## src/rtl/rtcomp_vc.sv

```systemverilog
// Per-VC routing computation for one mesh router input port: computes a route on
// head flits and pins it per virtual channel until the packet's tail passes.
module rtcomp_vc #(
    parameter int MY_XPOS    = 0,
    parameter int MY_YPOS    = 0,
    parameter int XN         = 4,
    parameter int YN         = 4,
    parameter int VCN        = 2,
    parameter int ROUTE_MODE = 0,
    parameter int DATAW      = 31,
    parameter int DST_LSB    = 0,
    parameter int DST_MSB    = 7,
    parameter int VCH_LSB    = 8,
    parameter int VCH_MSB    = 9,
    parameter int PORTW      = 2,
    parameter int VCHW       = VCH_MSB - VCH_LSB
) (
    input  logic             clk,
    input  logic             rst_,
    input  logic [DATAW:0]   bdata,
    input  logic             en,
    input  logic             head,
    input  logic             tail,
    input  logic [3:0]       cong,
    output logic [PORTW:0]   port,
    output logic [VCHW:0]    ovch,
    output logic             route_vld,
    output logic             err,
    output logic [VCN-1:0]   busy
);
    localparam int HW  = (DST_MSB - DST_LSB + 1) / 2;
    localparam int HW1 = HW + 1;
    localparam int VW  = VCHW + 1;
    localparam int PW  = PORTW + 1;

    localparam logic [PW-1:0]  P_E     = PW'(0);
    localparam logic [PW-1:0]  P_W     = PW'(1);
    localparam logic [PW-1:0]  P_S     = PW'(2);
    localparam logic [PW-1:0]  P_N     = PW'(3);
    localparam logic [PW-1:0]  P_LOCAL = PW'(4);
    localparam logic [HW-1:0]  MY_X    = HW'(MY_XPOS);
    localparam logic [HW-1:0]  MY_Y    = HW'(MY_YPOS);
    localparam logic [HW1-1:0] XN_W    = HW1'(XN);
    localparam logic [HW1-1:0] YN_W    = HW1'(YN);

    typedef enum logic {ST_IDLE, ST_ACTIVE} vc_state_e;

    vc_state_e         state_q    [VCN];
    vc_state_e         state_d    [VCN];
    logic [PW-1:0]     ent_port_q [VCN];
    logic [PW-1:0]     ent_port_d [VCN];
    logic [VW-1:0]     ent_ovch_q [VCN];
    logic [VW-1:0]     ent_ovch_d [VCN];
    logic [PW-1:0]     port_hold_q, port_hold_d;
    logic [VW-1:0]     ovch_hold_q, ovch_hold_d;

    logic [HW-1:0]     dst_x, dst_y;
    logic [VW-1:0]     vch;
    logic [VCN-1:0]    vc_sel;
    logic              vc_ok, dst_ok;
    logic              cur_active;
    logic [PW-1:0]     cur_port;
    logic [VW-1:0]     cur_ovch;
    logic [PW-1:0]     route_port;
    logic              x_gt, x_lt, y_gt, y_lt;
    logic              x_cong, y_cong;
    logic [PW-1:0]     x_port, y_port;

    assign dst_x  = bdata[DST_LSB +: HW];
    assign dst_y  = bdata[DST_LSB + HW +: HW];
    assign vch    = bdata[VCH_MSB:VCH_LSB];
    assign vc_ok  = |vc_sel;
    assign dst_ok = ({1'b0, dst_x} < XN_W) && ({1'b0, dst_y} < YN_W);

    genvar gi;
    generate
        for (gi = 0; gi < VCN; gi++) begin : g_vc
            assign vc_sel[gi] = (vch == VW'(gi));
            assign busy[gi]   = (state_q[gi] == ST_ACTIVE);
        end
    endgenerate

    always_comb begin
        cur_active = 1'b0;
        cur_port   = '0;
        cur_ovch   = '0;
        for (int v = 0; v < VCN; v++) begin
            if (vc_sel[v]) begin
                cur_active = (state_q[v] == ST_ACTIVE);
                cur_port   = ent_port_q[v];
                cur_ovch   = ent_ovch_q[v];
            end
        end
    end

    // Minimal routing; unsigned compares, no torus wrap.
    always_comb begin
        x_gt   = dst_x > MY_X;
        x_lt   = dst_x < MY_X;
        y_gt   = dst_y > MY_Y;
        y_lt   = dst_y < MY_Y;
        x_port = x_gt ? P_E : P_W;
        y_port = y_gt ? P_S : P_N;
        x_cong = cong[0];
        y_cong = y_gt ? cong[2] : cong[3];
        route_port = P_LOCAL;
        if (ROUTE_MODE == 1) begin
            if (y_gt || y_lt)
                route_port = y_port;
            else if (x_gt || x_lt)
                route_port = x_port;
        end else if (ROUTE_MODE == 2) begin
            if (x_lt)
                route_port = P_W;
            else if (x_gt && (y_gt || y_lt))
                route_port = (x_cong && !y_cong) ? y_port : P_E;
            else if (x_gt)
                route_port = P_E;
            else if (y_gt || y_lt)
                route_port = y_port;
        end else begin
            if (x_gt || x_lt)
                route_port = x_port;
            else if (y_gt || y_lt)
                route_port = y_port;
        end
    end

    always_comb begin
        state_d     = state_q;
        ent_port_d  = ent_port_q;
        ent_ovch_d  = ent_ovch_q;
        port_hold_d = port_hold_q;
        ovch_hold_d = ovch_hold_q;
        port        = port_hold_q;
        ovch        = ovch_hold_q;
        route_vld   = 1'b0;
        err         = 1'b0;
        if (en) begin
            if (!vc_ok) begin
                err = 1'b1;
            end else if (head) begin
                if (!dst_ok) begin
                    err = 1'b1;
                end else begin
                    // A head on an active VC is flagged but still replaces the route.
                    err       = cur_active;
                    route_vld = 1'b1;
                    port      = route_port;
                    ovch      = vch;
                    for (int v = 0; v < VCN; v++) begin
                        if (vc_sel[v]) begin
                            ent_port_d[v] = route_port;
                            ent_ovch_d[v] = vch;
                            state_d[v]    = tail ? ST_IDLE : ST_ACTIVE;
                        end
                    end
                end
            end else if (cur_active) begin
                route_vld = 1'b1;
                port      = cur_port;
                ovch      = cur_ovch;
                for (int v = 0; v < VCN; v++) begin
                    if (vc_sel[v] && tail)
                        state_d[v] = ST_IDLE;
                end
            end else begin
                err = 1'b1;
            end
            if (route_vld) begin
                port_hold_d = port;
                ovch_hold_d = ovch;
            end
        end
    end

    always_ff @(posedge clk) begin
        if (rst_) begin
            for (int v = 0; v < VCN; v++) begin
                state_q[v]    <= ST_IDLE;
                ent_port_q[v] <= '0;
                ent_ovch_q[v] <= '0;
            end
            port_hold_q <= '0;
            ovch_hold_q <= '0;
        end else begin
            state_q     <= state_d;
            ent_port_q  <= ent_port_d;
            ent_ovch_q  <= ent_ovch_d;
            port_hold_q <= port_hold_d;
            ovch_hold_q <= ovch_hold_d;
        end
    end
endmodule

```

## config.mk

```make
export PLATFORM = sky130hd
export DESIGN_NAME = rtcomp_vc
export DESIGN_NICKNAME = d
export VERILOG_FILES = /design/src/rtl/rtcomp_vc.sv
export SDC_FILE = /design/constraint.sdc
export NUM_CORES = 1
export LEC_CHECK = 0
export BUFFER_PORTS_ARGS = -buffer_cell sky130_fd_sc_hd__buf_4
export CORE_MARGIN = 3
export CORE_UTILIZATION = 44
export CTS_BUF_LIST = sky130_fd_sc_hd__clkbuf_4 sky130_fd_sc_hd__clkbuf_8 sky130_fd_sc_hd__clkbuf_16
export CTS_CLUSTER_DIAMETER = 200
export DETAILED_ROUTE_END_ITERATION = 12
export GPL_TIMING_DRIVEN = 1
export PLACE_DENSITY = 0.79
export SYNTH_ARGS = -nofsm -noshare
export SYNTH_HDL_FRONTEND = slang
export SYNTH_SLANG_ARGS = --single-unit
```

## constraint.sdc

```tcl
create_clock -name clk -period 5.7 [get_ports clk]
set_clock_uncertainty 0.15 [all_clocks]
set_input_delay 1.71 -clock clk [delete_from_list [all_inputs] [get_ports clk]]
set_output_delay 1.71 -clock clk [all_outputs]
set_load 0.01 [all_outputs]
```

==> results of run 1 <==
==> worst reg2reg max path, cell delays in order, from the launching register on <==
cell	delay, ps
dfxtp_1	350
mux2i_2	280
a2bb2oi_2	410
a221o_1	240
and2_1	120
==> stage by stage <==
step / total power [mW] / cell area, um2 / worst slack [ps] / instances
after floorplan: 0.118 / 801 / 1010 / 80
after global placement: 0.129 / 967 / 718 / 124
after detailed placement: 0.130 / 967 / 723 / 124
after CTS: 0.192 / 997 / 723 / 128
after global routing: 0.198 / 997 / 645 / 128
final: 0.190 / 997 / 729 / 128
==> cell type report <==
cell class	instances	area (um2)	area share
clock buffers	4	30.0	0.0301
inverters	3	11.3	0.0113
multi-input cells	59	453	0.454
flip-flops and latches	15	300	0.301
well taps	24	30.0	0.0301
repair buffers	23	173	0.173
==> power groups by stage <==
stage                     Sequential [mW]  Combinational, mW  Clock [mW]
after floorplan                     0.108             0.0107           0
after global placement              0.107             0.0216           0
after detailed placement            0.108             0.0222           0
after CTS                           0.105             0.0222      0.0652
after global routing                0.105             0.0247      0.0683
final                               0.105             0.0223      0.0632
==> sequential cells by signal, summed over array words and instances (netlist names) <==
signal       count
busy             2
ent_ovch_q       4
port_hold_q      3
ent_port_q       4
ovch_hold_q      2
==> cell families (layout without fill, tap and decap cells) <==
logic type	Yosys count	after routing	synth area share
buffers and inverters	6	30	0.0594
muxes	9	9	0.119
and+or+nand+nor	35	35	0.275
AOI/OAI and AO/OA	15	15	0.172
DFF	15	15	0.375
==> placed cells by master (no fill, tap or decap), types with 2 or more instances in the layout <==
cell | Yosys | layout
nor2_1 | 12 | 12
or4_1 | 2 | 2
dfxtp_1 | 15 | 15
a31oi_1 | 2 | 2
clkbuf_4 | 0 | 4
a22o_1 | 2 | 2
o32ai_1 | 2 | 2
and2_1 | 3 | 3
buf_4 | 0 | 23
inv_1 | 3 | 3
and3_1 | 3 | 3
mux2i_1 | 7 | 7
a32o_2 | 3 | 3
nor3b_1 | 2 | 2
==> per-layer routing <==
layer | vias to the layer above | share of wire
li1 | 349 | -
met1 | 331 | 0.42
met2 | 19 | 0.52
met3 | 0 | 0.059
met4 | 0 | 0
met5 | - | 0
==> final timing paths <==
path,startpoint,slack [ps],endpoint
hold / removal,ent_ovch_q[1],330,ent_ovch_q[1]
setup reg to reg,busy[0],4110,ovch_hold_q[0]
hold reg to reg,ent_ovch_q[1],330,ent_ovch_q[1]
setup / recovery,bdata[2],730,port[1]
==> results_dict.tcl, run 1 <==
set metrics [dict create \
    top_usage_layer "met2" \
    crit_family "simple AND/OR/NAND/NOR gates" \
    root_buffer "clkbuf_4" \
    synth_edf_count 0 \
    initial_core_util 0.497 \
    drt_first_pass_iters 4 \
    p_switching_mw 0.0424 \
    crit_arrival_ps 3110 \
    insertion_delay_ps 280 \
    post_cts_buffers 0 \
    hold_slack_ps 328 \
    rr_worst_depth 4 \
    synth_top_area_cell "dfxtp_1" \
    clkTransAtPathRegs_ps 80 \
    max_freq_mhz 201 \
    yosysUniqueCellTypes 35 \
    port_buffers 23 \
    crit_top_cell "buf_4" \
    p_per_area_nw_per_um2 191 \
    cts_tree "yes" \
    vdd_ir_drop_max_v 0.000158 \
    met1_usage 0.190 \
    yosysWarnings 0 \
    grt_util_met2 0.283 \
    combPwrFrac 0.117 \
    fin_tns_setup_ps 0 \
    maxCapViolCount 0 \
    fill_cells 152 \
    p_sw_frac 0.222 \
    power.leakage_nw 0.446 \
    grt_max_degree 11 \
    synth_fp_nets 121 \
    yosysMostFrequentCell "dfxtp_1" \
    min_path_type "flip-flop to flip-flop" \
    antenna_left 0 \
    row_count 14 \
    cp_cell_sequence "buf_4, or4_1, o32ai_1, a22o_1, buf_4" \
    die_x_um 48.7 \
    grt-ovfl-total 0 \
    grt_pass1_vias 666 \
    layout.nets 146 \
    setup_violations 0 \
    clockPowerShare 0.332 \
    insertedDiodeCount 0 \
    drc 0 \
    fin_util 0.619 \
    syn2layout_area_growth_pct 24.5 \
    intPower_mw 0.148 \
    ys.flop_type "dfxtp_1" \
    crit_cells 5 \
    worstMarginPinSlew_ps 441 \
    min_period_ps 4970 \
    cp_data_required_time_ps 3840 \
    ctsResizeCount 0 \
    gp_congestion 0.849 \
    syn_area_um2 801 \
    end_kind "primary output" \
    crit_fanout 4 \
    syn_inst 80 \
    clock_path_buffers 2 \
    finalMaxSlewViolations 0 \
    ys_seq_area_frac 0.375 \
    finalCritPeriodShare 0.872 \
    cts_num_sinks 15 \
    worst_path_max_delay_cell "or4_1" \
    path_class "input pin to primary output" \
    async_reset_ff_frac 0 \
    dieHeight_um 48.7 \
    syn_area_per_cell_um2 10.0 \
    maxSlewHeadroom 0.703 \
    cts-htree-levels 1 \
    critPathMaxStageDelay_ps 590 \
    finalHoldViolCount 0 \
    fp.dieArea_um2 2370 \
    wl_um 1760 \
    start_kind "input pin" \
    rsz0062_at_grt "no" \
    ctsHoldBuffers 0 \
    holdPathStages 1 \
    synth_common_cells "15 x dfxtp_1, 12 x nor2_1, 7 x mux2i_1" \
    io-pin-count 50 \
    share_seq_of_total_power 0.551 \
    yosysTopAreaCellShare 0.375 \
    status "complete, no violations" \
    antenna_found_initial 0 \
    synth.area.top_cells "dfxtp_1 38%, mux2i_1 8.8%, nor2_1 5.6%" \
    grt.total_usage 0.160 \
    ys_ff_latch 15 \
    avgRoutedWirePerCell_um 13.7 \
    grt_pass1_wl_um 3020 \
    core_area_um2 1610 \
    drive_gt1_frac 0.356 \
    crit_buf_inv 2 \
    hpwl_um 1410 \
    cts_made_buffers 3 \
    vias 699 \
    vias_per_cell 5.46 \
    drtIter0Drc 16 \
    grt_util_met3 0.0613 \
]
Note: power is estimated with default switching activity, not from simulation.
==> run 2: changes to the inputs <==
--- a/config.mk
+++ b/config.mk
@@ -7,12 +7,12 @@
 export LEC_CHECK = 0
 export BUFFER_PORTS_ARGS = -buffer_cell sky130_fd_sc_hd__buf_4
 export CORE_MARGIN = 3
-export CORE_UTILIZATION = 44
+export CORE_UTILIZATION = 40
 export CTS_BUF_LIST = sky130_fd_sc_hd__clkbuf_4 sky130_fd_sc_hd__clkbuf_8 sky130_fd_sc_hd__clkbuf_16
 export CTS_CLUSTER_DIAMETER = 200
 export DETAILED_ROUTE_END_ITERATION = 12
 export GPL_TIMING_DRIVEN = 1
-export PLACE_DENSITY = 0.79
+export PLACE_DENSITY = 0.73
 export SYNTH_ARGS = -nofsm -noshare
 export SYNTH_HDL_FRONTEND = slang
 export SYNTH_SLANG_ARGS = --single-unit
==> run 2 against run 1 <==
  * Routed wire length shrank 7.3%
  * Die area grew 8.7%
  * Clock power is essentially flat
  * Register-to-register slack gained 20 ps
  * Critical path type unchanged
  * Hold slack is essentially flat
  * Final area grew 0.13%
  * First-iteration DRC count shrank 56%
  * Global-route usage shrank 1.5 points
  * Sequential share of layout area is essentially flat
  * Largest power group unchanged
  * Via count shrank 3.7%
  * Sequential power is essentially flat
==> results_dict.tcl, run 2 (synthesis gave the netlist of run 1 again) <==
set metrics [dict create \
    ctsHoldBuffers 0 \
    register_area_um2 300 \
    grt-ovfl-total 0 \
    root_buffer "clkbuf_4" \
    reg2reg_to "ovch_hold_q[0]" \
    regToRegStartpoint "busy[0]" \
    syn2layout_area_growth_pct 24.7 \
    maxSlewHeadroom 0.727 \
    min_path_type "flip-flop to flip-flop" \
    holdPathStages 1 \
    post_cts_buffers 0 \
    combPwrFrac 0.114 \
    start_kind "input pin" \
    row_count 15 \
    crit_fanout 4 \
    multiInputGateArea_um2 453 \
    fin_tns_setup_ps 0 \
    cp_data_required_time_ps 3840 \
    avgRoutedWirePerCell_um 12.6 \
    core_area_um2 1800 \
    drc 0 \
    r2r_setup_slack_ps 4130 \
    clkTransAtPathRegs_ps 80 \
    place_inst 125 \
    clockPowerShare 0.332 \
    vias 673 \
    drtIter0Drc 7 \
    cts_num_sinks 15 \
    drive_gt1_frac 0.356 \
    vias_per_cell 5.22 \
    port_buffers 23 \
    finalMaxSlewViolations 0 \
    maxCapViolCount 0 \
    grt_pass1_vias 683 \
    ctsResizeCount 0 \
    grt.total_usage 0.146 \
    max_freq_mhz 200 \
    finalCritPeriodShare 0.878 \
    status "complete, no violations" \
    wl_um 1630 \
    setup_violations 0 \
    worstHoldStart "ent_ovch_q[1]" \
    hpwl_um 1330 \
    initial_core_util 0.444 \
    fill_cells 169 \
    p_per_area_nw_per_um2 190 \
    grt_max_degree 11 \
    dieHeight_um 50.7 \
    gp_congestion 0.771 \
    crit_arrival_ps 3150 \
    share_seq_of_total_power 0.553 \
    path_class "input pin to primary output" \
    fp.dieArea_um2 2570 \
    grt_pass1_wl_um 2880 \
    insertion_delay_ps 280 \
    cts_tree "yes" \
    intPower_mw 0.148 \
    p_sw_frac 0.220 \
    io-pin-count 50 \
    die_x_um 50.7 \
    final_cell_count_no_fill 129 \
    worstMarginPinSlew_ps 409 \
    mostFrequentLayoutCell "buf_4" \
    rsz0062_at_grt "no" \
    min_period_ps 5010 \
    setup_slack_ps 694 \
    insertedDiodeCount 0 \
    antenna_left 0 \
    cts-htree-levels 1 \
    clock_path_buffers 2 \
    dp_worst_setup_slack_ps 682 \
    vdd_ir_drop_max_v 0.000180 \
    rr_worst_depth 4 \
    drt_first_pass_iters 2 \
    final_cell_mix "23 x buf_4, 15 x dfxtp_1, 12 x nor2_1" \
    layout.nets 146 \
    end_kind "primary output" \
    power.leakage_nw 0.446 \
    hold_path_end "ent_ovch_q[1]" \
    finalHoldViolCount 0 \
    top_regs "ent_ovch_q: 4 flops, ent_port_q: 4 flops, port_hold_q: 3 flops" \
    cts_made_buffers 3 \
    antenna_found_initial 0 \
    p_switching_mw 0.0417 \
]
[run 2: layer usage]
layer / up-vias / part of all wire / global-route usage
li1: 357 / - / -
met1: 303 / 0.45 / 0.165
met2: 13 / 0.51 / 0.254
met3: 0 / 0.043 / 0.0623
met4: 0 / 0 / 0.0269
met5: - / 0 / 0
[run 2: how the worst max path moves through the flow]
stage          slack [ps]      from  endpoint  cells past startpoint
2_1_floorplan        1010  bdata[2]   port[1]                      3
3_3_place_gp          670  bdata[2]   port[2]                      5
3_5_place_dp          680  bdata[2]   port[1]                      5
4_1_cts               680  bdata[2]   port[1]                      5
5_1_grt               620  bdata[2]   port[1]                      5
6_report              690  bdata[2]   port[2]                      5
[run 2: metrics by stage]
| stage | instance area (um2) | hold WS, ps | power [mW] | utilization |
|---|---|---|---|---|
| floorplan | 801 | 289 | 0.118 | - |
| global placement | 968 | 302 | 0.129 | 0.538 |
| detailed placement | 968 | 310 | 0.129 | 0.538 |
| CTS | 998 | 331 | 0.192 | 0.554 |
| global route | 998 | 341 | 0.201 | 0.554 |
| finish | 998 | 327 | 0.190 | 0.554 |
[run 2: power groups by stage]
stage | registers, mW | clock network, mW | logic (mW)
4_1_cts | 0.105 | 0.0656 | 0.0218
3_5_place_dp | 0.108 | 0 | 0.0217
2_1_floorplan | 0.108 | 0 | 0.0107
3_3_place_gp | 0.107 | 0 | 0.0215
5_1_grt | 0.105 | 0.0719 | 0.0240
6_report | 0.105 | 0.0630 | 0.0217
[run 2: layout make-up]
class | instances | share of cell area
Multi-Input combinational cell | 59 | 0.454
Sequential cell | 15 | 0.301
Timing Repair Buffer | 23 | 0.173
Tap cell | 25 | 0.0313
Clock buffer | 4 | 0.0301
Inverter | 3 | 0.0113
[run 2: worst max-delay path, stage by stage]
cell	delay, ps
buf_4	120
or4_1	590
o32ai_1	420
a22o_1	190
buf_4	110
==> run 3: changes to the inputs <==
--- a/config.mk
+++ b/config.mk
@@ -6,9 +6,9 @@
 export NUM_CORES = 1
 export LEC_CHECK = 0
 export BUFFER_PORTS_ARGS = -buffer_cell sky130_fd_sc_hd__buf_4
+export CORE_ASPECT_RATIO = 0.9
 export CORE_MARGIN = 3
 export CORE_UTILIZATION = 40
-export CTS_BUF_LIST = sky130_fd_sc_hd__clkbuf_4 sky130_fd_sc_hd__clkbuf_8 sky130_fd_sc_hd__clkbuf_16
 export CTS_CLUSTER_DIAMETER = 200
 export DETAILED_ROUTE_END_ITERATION = 12
 export GPL_TIMING_DRIVEN = 1
==> run 3 against run 2 <==
  * Sequential power barely moved
  * Maximum frequency rose by 0.73%
  * Worst setup slack improved by 36 ps
  * Total power fell by 0.68%
  * Largest power group unchanged
==> results_dict.tcl, run 3 (synthesis gave the netlist of run 1 again) <==
set metrics [dict create \
    mostFrequentLayoutCell "buf_4" \
    fp.dieArea_um2 2580 \
    r2r_setup_slack_ps 4120 \
    cts_made_buffers 3 \
    status "complete, no violations" \
    drtIter0Drc 5 \
    wl_um 1800 \
    ctsHoldBuffers 0 \
    rsz0062_at_grt "no" \
    core_area_um2 1790 \
    insertion_delay_ps 280 \
    reg2reg_to "ovch_hold_q[0]" \
    maxSlewHeadroom 0.704 \
    met2_wirelength_um 870 \
    hpwl_um 1450 \
    clkTransAtPathRegs_ps 90 \
    post_cts_buffers 0 \
    path_class "input pin to primary output" \
    worstMarginPinSlew_ps 438 \
    io-pin-count 50 \
    grt-ovfl-total 0 \
    worstHoldStart "port_hold_q[0]" \
    final_cell_mix "23 x buf_4, 15 x dfxtp_1, 12 x nor2_1" \
    grt_max_degree 11 \
    end_kind "primary output" \
    drive_gt1_frac 0.346 \
    finalHoldViolCount 0 \
    clock_path_buffers 2 \
    antenna_found_initial 0 \
    gp_congestion 0.876 \
    power_mw 0.188 \
    fin_tns_setup_ps 0 \
    holdPathStages 1 \
    die_x_um 53.2 \
    route.layer.met1.wl_um 818 \
    final_cell_count_no_fill 128 \
    drt_first_pass_iters 4 \
    crit_buf_inv 2 \
    antenna_left 0 \
    crit_fanout 4 \
    ctsResizeCount 0 \
    port_buffers 23 \
    crit_family "simple AND/OR/NAND/NOR gates" \
    row_count 14 \
    finalMaxSlewViolations 0 \
    hold_path_end "port_hold_q[0]" \
    crit_cells 5 \
    rr_worst_depth 4 \
    worst_path_max_delay_cell "or4_1" \
    insertedDiodeCount 0 \
    initial_core_util 0.448 \
    setup_violations 0 \
    max_freq_mhz 201 \
    p_per_area_nw_per_um2 190 \
    route.met3.wl_um 102 \
    regToRegStartpoint "busy[0]" \
    vias_per_cell 5.47 \
    drc 0 \
    cp_cell_sequence "buf_4, or4_1, o32ai_1, a22o_1, buf_4" \
    crit_top_cell "buf_4" \
    hold_slack_ps 330 \
    cts_num_sinks 15 \
    start_kind "input pin" \
    critPathMaxStageDelay_ps 590 \
    vdd_ir_drop_max_v 0.000137 \
    maxUsedRoutingLayer "met4" \
    root_buffer "clkbuf_4" \
    crit_arrival_ps 3110 \
    finalCritPeriodShare 0.872 \
    maxCapViolCount 0 \
    avgRoutedWirePerCell_um 14.1 \
    vias 700 \
    place_inst 124 \
    grt_pass1_wl_um 3020 \
    min_path_type "flip-flop to flip-flop" \
    top_regs "ent_ovch_q: 4 flops, ent_port_q: 4 flops, port_hold_q: 3 flops" \
    grt.total_usage 0.158 \
    power.leakage_nw 0.443 \
    grt_pass1_vias 703 \
    syn2layout_area_growth_pct 24.1 \
    cts-htree-levels 1 \
    min_period_ps 4970 \
    dieHeight_um 48.4 \
    layout.nets 146 \
    cts_tree "yes" \
    cp_data_required_time_ps 3840 \
]
## run 3: cell count changes in the layout (fill, tap and decap cells not counted)
| cell | delta |
|---|---|
| clkbuf_1 | +1 |
| clkbuf_4 | -1 |
## run 3: worst max path at each step
stage,start,slack (ps),endpoint
after floorplan,bdata[2],1010,port[1]
after global routing,bdata[2],640,port[2]
after detailed placement,bdata[2],720,port[1]
after CTS,bdata[2],720,port[1]
final,bdata[2],730,port[1]
after global placement,bdata[2],720,port[1]
## run 3: metrics by stage
| stage | instance area (um2) | worst slack (ps) | utilization |
|---|---|---|---|
| after floorplan | 801 | 1010 | - |
| after global placement | 967 | 720 | 0.541 |
| after detailed placement | 967 | 720 | 0.541 |
| after CTS | 993 | 719 | 0.556 |
| after global routing | 993 | 643 | 0.556 |
| final | 993 | 730 | 0.556 |
## run 3: per-layer routing
| layer | track usage | vias up |
|---|---|---|
| met5 | 0 | - |
| met4 | 0.0383 | 0 |
| met2 | 0.258 | 17 |
| met1 | 0.188 | 327 |
| li1 | - | 354 |
| met3 | 0.0675 | 2 |
## run 3: cell type report
class	count	area [um2]
clock buffer	4	26.3
inverter	3	11.3
timing repair buffer	23	173
sequential	15	300
fill	182	793
tap	24	30.0
multi-input combinational	59	453
## run 3: worst register-to-register path, delay by kind of cell (launching register included)
kind / cells / cell delay, ps
compound gates: 2 / 620
flops: 1 / 350
mux: 1 / 300
simple gates: 1 / 110
## run 3: power by group
part / switching [mW] / leakage (nW) / internal [mW] / total [mW]
Sequential: 0.000162 / 0.121 / 0.105 / 0.105
Combinational: 0.0111 / 0.307 / 0.0113 / 0.0224
Clock: 0.0338 / 0.0150 / 0.0272 / 0.0610
Total: 0.0450 / 0.443 / 0.143 / 0.188
